## src/rtl/alu_issue_pkg.sv

```systemverilog
`default_nettype none
// ============================================================================
// Module  : alu_issue_pkg
// Purpose : Shared types and constants for the ALU issue controller.
// Revision: 1.0
// ============================================================================
package alu_issue_pkg;

    // Controller states
    localparam logic [1:0] S_IDLE  = 2'd0;
    localparam logic [1:0] S_SETUP = 2'd1;
    localparam logic [1:0] S_EXEC  = 2'd2;
    localparam logic [1:0] S_RESP  = 2'd3;

    localparam logic [5:0] OPCODE_RTYPE = 6'h00;

    localparam logic [5:0] FUNCT_SLL  = 6'h00;
    localparam logic [5:0] FUNCT_SLA  = 6'h01;
    localparam logic [5:0] FUNCT_SRL  = 6'h02;
    localparam logic [5:0] FUNCT_SRA  = 6'h03;
    localparam logic [5:0] FUNCT_MUL  = 6'h18;
    localparam logic [5:0] FUNCT_DIV  = 6'h1A;
    localparam logic [5:0] FUNCT_ADD  = 6'h20;
    localparam logic [5:0] FUNCT_ADDU = 6'h21;
    localparam logic [5:0] FUNCT_SUB  = 6'h22;
    localparam logic [5:0] FUNCT_SUBU = 6'h23;
    localparam logic [5:0] FUNCT_AND  = 6'h24;
    localparam logic [5:0] FUNCT_OR   = 6'h25;
    localparam logic [5:0] FUNCT_XOR  = 6'h26;
    localparam logic [5:0] FUNCT_NOR  = 6'h27;

    // One-hot ALU operation strobes, one field per ALU op line
    typedef struct packed {
        logic add;
        logic addu;
        logic sub;
        logic subu;
        logic mul;
        logic div;
        logic band;
        logic bor;
        logic bxor;
        logic bnor;
        logic srl;
        logic sll;
        logic sra;
        logic sla;
    } alu_op_t;

    localparam alu_op_t ALU_OP_ZERO = '0;

    function automatic logic op_is_muldiv(input alu_op_t op);
        return op.mul | op.div;
    endfunction

endpackage
`default_nettype wire

```

## src/rtl/alu_funct_decode.sv

```systemverilog
`default_nettype none
// ============================================================================
// Module  : alu_funct_decode
// Purpose : Combinational R-type opcode/funct decode into one-hot ALU ops.
// Revision: 1.0
// ============================================================================
module alu_funct_decode
    import alu_issue_pkg::*;
(
    input  logic [5:0] opcode_i,
    input  logic [5:0] funct_i,
    output alu_op_t    op_o,
    output logic       is_muldiv_o,
    output logic       illegal_o
);

    always_comb begin
        op_o      = ALU_OP_ZERO;
        illegal_o = 1'b0;
        case (funct_i)
            FUNCT_ADD:  op_o.add  = 1'b1;
            FUNCT_ADDU: op_o.addu = 1'b1;
            FUNCT_SUB:  op_o.sub  = 1'b1;
            FUNCT_SUBU: op_o.subu = 1'b1;
            FUNCT_AND:  op_o.band = 1'b1;
            FUNCT_OR:   op_o.bor  = 1'b1;
            FUNCT_XOR:  op_o.bxor = 1'b1;
            FUNCT_NOR:  op_o.bnor = 1'b1;
            FUNCT_SLL:  op_o.sll  = 1'b1;
            FUNCT_SRL:  op_o.srl  = 1'b1;
            FUNCT_SRA:  op_o.sra  = 1'b1;
            FUNCT_SLA:  op_o.sla  = 1'b1;
            FUNCT_MUL:  op_o.mul  = 1'b1;
            FUNCT_DIV:  op_o.div  = 1'b1;
            default:    illegal_o = 1'b1;
        endcase
        // Non-R-type opcodes never reach the ALU, regardless of funct bits
        if (opcode_i != OPCODE_RTYPE) begin
            op_o      = ALU_OP_ZERO;
            illegal_o = 1'b1;
        end
        is_muldiv_o = op_is_muldiv(op_o);
    end

endmodule
`default_nettype wire

```

## src/rtl/alu_issue_ctrl.sv

```systemverilog
`default_nettype none
// ============================================================================
// Module  : alu_issue_ctrl
// Purpose : Accepts an R-type instruction, sequences the ALU, returns result.
// Revision: 1.0
// ============================================================================
module alu_issue_ctrl
    import alu_issue_pkg::*;
#(
    parameter int MULDIV_LAT = 4,
    parameter int DATA_W     = 32
) (
    input  logic              clk,
    input  logic              rst,
    input  logic              instr_valid_i,
    output logic              instr_ready_o,
    input  logic [31:0]       instr_i,
    input  logic [DATA_W-1:0] rs_val_i,
    input  logic [DATA_W-1:0] rt_val_i,
    output logic [DATA_W-1:0] alu_a_o,
    output logic [DATA_W-1:0] alu_b_o,
    output logic [DATA_W-1:0] alu_c_o,
    output logic              op_add_o,
    output logic              op_addu_o,
    output logic              op_sub_o,
    output logic              op_subu_o,
    output logic              op_mul_o,
    output logic              op_div_o,
    output logic              op_and_o,
    output logic              op_or_o,
    output logic              op_xor_o,
    output logic              op_nor_o,
    output logic              op_srl_o,
    output logic              op_sll_o,
    output logic              op_sra_o,
    output logic              op_sla_o,
    output logic              alu_enable_o,
    input  logic [DATA_W-1:0] alu_result_i,
    output logic              res_valid_o,
    input  logic              res_ready_i,
    output logic [DATA_W-1:0] res_data_o,
    output logic [4:0]        res_dest_o,
    output logic              res_illegal_o
);

    localparam int              c_CNT_W      = (MULDIV_LAT > 1) ? $clog2(MULDIV_LAT) : 1;
    localparam logic [c_CNT_W-1:0] c_CNT_MULDIV = c_CNT_W'(MULDIV_LAT - 1);

    logic [1:0]         state_q, state_d;
    alu_op_t            op_q, op_d;
    logic [DATA_W-1:0]  a_q, a_d;
    logic [DATA_W-1:0]  b_q, b_d;
    logic [4:0]         shamt_q, shamt_d;
    logic [4:0]         rd_q, rd_d;
    logic               illegal_q, illegal_d;
    logic [c_CNT_W-1:0] cnt_q, cnt_d;
    logic [DATA_W-1:0]  res_q, res_d;

    alu_op_t            w_dec_op;
    logic               w_dec_muldiv;
    logic               w_dec_illegal;
    alu_op_t            w_op;
    logic               w_unused_regs;

    // Register-index fields are consumed upstream; only rd/shamt/funct matter here
    assign w_unused_regs = ^instr_i[25:16];

    alu_funct_decode u_decode (
        .opcode_i    (instr_i[31:26]),
        .funct_i     (instr_i[5:0]),
        .op_o        (w_dec_op),
        .is_muldiv_o (w_dec_muldiv),
        .illegal_o   (w_dec_illegal)
    );

    always_comb begin
        state_d   = state_q;
        op_d      = op_q;
        a_d       = a_q;
        b_d       = b_q;
        shamt_d   = shamt_q;
        rd_d      = rd_q;
        illegal_d = illegal_q;
        cnt_d     = cnt_q;
        res_d     = res_q;
        case (state_q)
            S_IDLE: begin
                if (instr_valid_i) begin
                    a_d       = rs_val_i;
                    b_d       = rt_val_i;
                    shamt_d   = instr_i[10:6];
                    rd_d      = instr_i[15:11];
                    op_d      = w_dec_op;
                    illegal_d = w_dec_illegal;
                    res_d     = '0;
                    cnt_d     = w_dec_muldiv ? c_CNT_MULDIV : '0;
                    state_d   = w_dec_illegal ? S_RESP : S_SETUP;
                end
            end
            S_SETUP: begin
                state_d = S_EXEC;
            end
            S_EXEC: begin
                if (cnt_q == '0) begin
                    res_d   = alu_result_i;
                    state_d = S_RESP;
                end else begin
                    cnt_d = cnt_q - c_CNT_W'(1);
                end
            end
            S_RESP: begin
                if (res_ready_i) begin
                    state_d = S_IDLE;
                end
            end
            default: begin
                state_d = S_IDLE;
            end
        endcase
    end

    always_ff @(posedge clk) begin
        if (rst) begin
            state_q   <= S_IDLE;
            op_q      <= ALU_OP_ZERO;
            a_q       <= '0;
            b_q       <= '0;
            shamt_q   <= '0;
            rd_q      <= '0;
            illegal_q <= 1'b0;
            cnt_q     <= '0;
            res_q     <= '0;
        end else begin
            state_q   <= state_d;
            op_q      <= op_d;
            a_q       <= a_d;
            b_q       <= b_d;
            shamt_q   <= shamt_d;
            rd_q      <= rd_d;
            illegal_q <= illegal_d;
            cnt_q     <= cnt_d;
            res_q     <= res_d;
        end
    end

    // Strobes are visible only while the ALU is being set up or run
    assign w_op = ((state_q == S_SETUP) || (state_q == S_EXEC)) ? op_q : ALU_OP_ZERO;

    assign op_add_o  = w_op.add;
    assign op_addu_o = w_op.addu;
    assign op_sub_o  = w_op.sub;
    assign op_subu_o = w_op.subu;
    assign op_mul_o  = w_op.mul;
    assign op_div_o  = w_op.div;
    assign op_and_o  = w_op.band;
    assign op_or_o   = w_op.bor;
    assign op_xor_o  = w_op.bxor;
    assign op_nor_o  = w_op.bnor;
    assign op_srl_o  = w_op.srl;
    assign op_sll_o  = w_op.sll;
    assign op_sra_o  = w_op.sra;
    assign op_sla_o  = w_op.sla;

    assign alu_a_o       = a_q;
    assign alu_b_o       = b_q;
    assign alu_c_o       = {{(DATA_W-5){1'b0}}, shamt_q};
    assign alu_enable_o  = (state_q == S_EXEC);
    assign instr_ready_o = (state_q == S_IDLE);
    assign res_valid_o   = (state_q == S_RESP);
    assign res_data_o    = res_q;
    assign res_dest_o    = rd_q;
    assign res_illegal_o = illegal_q;

endmodule
`default_nettype wire

```

## config.mk

```make
export PLATFORM = sky130hd
export DESIGN_NAME = alu_issue_ctrl
export DESIGN_NICKNAME = d
export VERILOG_FILES = /design/src/rtl/alu_issue_pkg.sv /design/src/rtl/alu_funct_decode.sv /design/src/rtl/alu_issue_ctrl.sv
export SDC_FILE = /design/constraint.sdc
export NUM_CORES = 1
export LEC_CHECK = 0
export BUFFER_PORTS_ARGS = -buffer_cell sky130_fd_sc_hd__buf_2
export CAP_MARGIN = 30
export CORE_MARGIN = 5
export CORE_UTILIZATION = 45
export CTS_BUF_LIST = sky130_fd_sc_hd__clkbuf_8
export DETAILED_ROUTE_END_ITERATION = 10
export PLACE_DENSITY = 0.79
export SKIP_CTS_REPAIR_TIMING = 1
export SLEW_MARGIN = 15
export SYNTH_ARGS = -nofsm -noshare
export SYNTH_HDL_FRONTEND = slang
export SYNTH_SLANG_ARGS = --single-unit
```

## constraint.sdc

```tcl
create_clock -name clk -period 2.83 [get_ports clk]
set_input_delay 0.7075 -clock clk [delete_from_list [all_inputs] [get_ports clk]]
set_output_delay 0.7075 -clock clk [all_outputs]
set_load 0.05 [all_outputs]
```

==> flow_metrics.env <==
export IMPL_pin_count=283
export IMPL_area_growth_pct=35.0
export IMPL_setup_tns_ns=0
export IMPL_tightest_slew_ns=0.578
export IMPL_wl_um=13400
export IMPL_synth_cell_types=35
export IMPL_clk_pin_slew_worst_paths_ns=0.07
export IMPL_die_width_um=113
export IMPL_grt_max_degree=58
export IMPL_fp_dieH_um=113
export IMPL_min_to="op_q[9]"
export IMPL_grtUsageTotal_pct=20.4
export IMPL_cts_buffer_depth=2
export IMPL_yosys_area_top_type="dfxtp_1"
export IMPL_cts_root_buf="clkbuf_8"
export IMPL_fin_crit_sh_pct=90.9
export IMPL_rsz0062_at_grt="false"
export IMPL_clock_skew_ns=0.0126
export IMPL_ys_ff_latch=125
export IMPL_synthTopCellsByArea="dfxtp_1, nand2_1, a21oi_1"
export IMPL_die_area_um2=12800
export IMPL_numCtsBuffers=17
export IMPL_cp_cell_sequence="inv_1, ha_1, and2_1, buf_2"
export IMPL_drv_slew=0
export IMPL_fmaxAchievable_mhz=389
export IMPL_htreeDepth=4
export IMPL_final_common_cell="buf_2"
export IMPL_setup_ws_ns=0.257
export IMPL_hold_path_startpoint="op_q[9]"
export IMPL_holdPathStages=2
export IMPL_critPathSlowestCell="ha_1"
export IMPL_regArea_um2=2500
export IMPL_powerDensity_nw_per_um2=990
export IMPL_outcome="complete, no violations"
export IMPL_r2r_start="state_q[0]"
export IMPL_slew_headroom_pct=61.1
export IMPL_final_hold_viol_count=0
export IMPL_core_area_um2=10400
export IMPL_startpoint_type="flop"
export IMPL_layout_common_cells="buf_2, nand2_1, dfxtp_1, a21oi_1, nor2_1"
export IMPL_timing_rr_end="op_q[0]"
export IMPL_grt_ovfl_total=0
export IMPL_wl_per_cell_um=13.9
export IMPL_netlist_area_um2=4810
export IMPL_maxCapViolations=0
export IMPL_drc=0
export IMPL_avgSynthCellArea_um2=8.24
export IMPL_vias=4659
export IMPL_clock_sinks=125
export IMPL_rr_worst_depth=6
export IMPL_final_cell_area_um2=6490
export IMPL_place_congestion=0.799
export IMPL_nFillCells=973
export IMPL_via_per_inst=4.82
export IMPL_dr_pass1_iters=5
export IMPL_postSynthCellCount=583
export IMPL_yosysTopAreaCellShare_pct=52.1
export IMPL_antenna_found_initial=1
export IMPL_hp_class="flop to flop"
export IMPL_cp_max_fo=15
export IMPL_cts_tree="built"
export IMPL_whs_ns=0.450
export IMPL_period_needed_ns=2.57
export IMPL_critPathKind="flop to primary output"
export IMPL_drive_gt1_share_pct=35.6
export IMPL_num_rows=37
export IMPL_detail_route_antenna_nets=0
export IMPL_nets=952
export IMPL_cpPeakStageDelay_ns=0.54
export IMPL_grt_pass1_wl_um=21200
export IMPL_dp_slack_ns=0.476
export IMPL_ys_seq_area_share_pct=52.1
export IMPL_multi_input_area_um2=2030
export IMPL_reg2reg_slack_ns=0.78
export IMPL_dp_hpwl_um=9920
export IMPL_yosysWarningCount=0
export IMPL_critPathCaptureType="primary output"
export IMPL_leakage_nw=3.10
export IMPL_first_iter_violations=249
export IMPL_post_dp_cell_area_um2=6080
export IMPL_cp_required_ns=2.12
export IMPL_insertion_delay_ns=0.42
export IMPL_ir_worst_vdd_mv=0.536
export IMPL_portBuffers=245
export IMPL_initial_core_util_pct=46.3
export IMPL_grt_pass1_vias=4372
export IMPL_setup_viol=0
export IMPL_crit_arrival_ns=1.87
-- how the worst max path moves through the flow --
stage,start,end,slack (ns),depth (start not counted)
final,state_q[0],op_and_o,0.26,4
after global routing,state_q[1],op_sla_o,0.06,4
after CTS,state_q[0],op_and_o,0.18,4
after detailed placement,instr_i[27],cnt_q[0],0.48,5
after global placement,instr_valid_i,res_data_o[7],0.46,5
after floorplan,instr_i[27],cnt_q[0],0.66,4
-- layer usage --
metal | track usage, % | routed length, um | vias to the layer above
li1 | - | - | 2360
met1 | 22.4 | 5340 | 2132
met2 | 36.1 | 6820 | 155
met3 | 7.43 | 1120 | 12
met4 | 7.29 | 157 | 0
met5 | 0 | 0 | -
-- through the flow --
step                util, %  total power, mW  instances
floorplan                 -             4.27        609
global placement       58.4             4.87        932
detailed placement     58.7             4.94        933
CTS                    62.5             6.49        965
global route           62.5             6.82        966
finish                 62.5             6.42        966
-- cell usage after synthesis, drive strengths merged --
master	n
nand2	152
dfxtp	125
a21oi	77
nor2	50
a22oi	42
clkbuf	37
buf	31
and2	16
inv	7
nand2b	5
ha	4
nand3	4
and4	3
nor4	3
a211oi	2
a32oi	2
and3	2
mux2i	2
nor3	2
nor3b	2
nor4b	2
o21ai	2
or2	2
or4	2
a31oi	1
conb	1
nand3b	1
nand4	1
o311a	1
o41ai	1
or3	1
-- cell families after synthesis --
kind of cell | after synthesis | synth area share [%]
compound gates | 128 | 16.0
fa+ha+maj | 4 | 1.04
simple gates | 248 | 22.4
mux | 2 | 0.417
other cells | 1 | 0.0780
flops | 125 | 52.1
buf+inv | 75 | 7.97
-- critical path, delay by kind of cell (launching register included) --
kind | cells | cell delay (ns)
buf+inv | 2 | 0.34
flops | 1 | 0.37
fa+ha+maj | 1 | 0.54
simple gates | 1 | 0.20
-- registers in the layout, indices dropped and copies added (netlist names), 2 cells and up --
name / flops
res_data_o: 32
op_q: 14
alu_a_o: 32
cnt_q: 2
alu_b_o: 32
res_dest_o: 5
state_q: 2
shamt_q: 5
-- where the power goes --
part           internal, mW  switching, mW
Clock                 0.833          0.712
Sequential             2.05          0.134
Combinational         0.670           2.03
-- final cells by class --
| type | instances | area share (%) |
|---|---|---|
| Sequential cell | 125 | 38.6 |
| Multi-Input combinational cell | 409 | 31.2 |
| Timing Repair Buffer | 256 | 20.9 |
| Clock buffer | 19 | 4.03 |
| Tap cell | 136 | 2.62 |
| Clock inverter | 13 | 2.16 |
| Inverter | 7 | 0.405 |
| Antenna cell | 1 | 0.0386 |
Power figures use the tool's default switching activity.
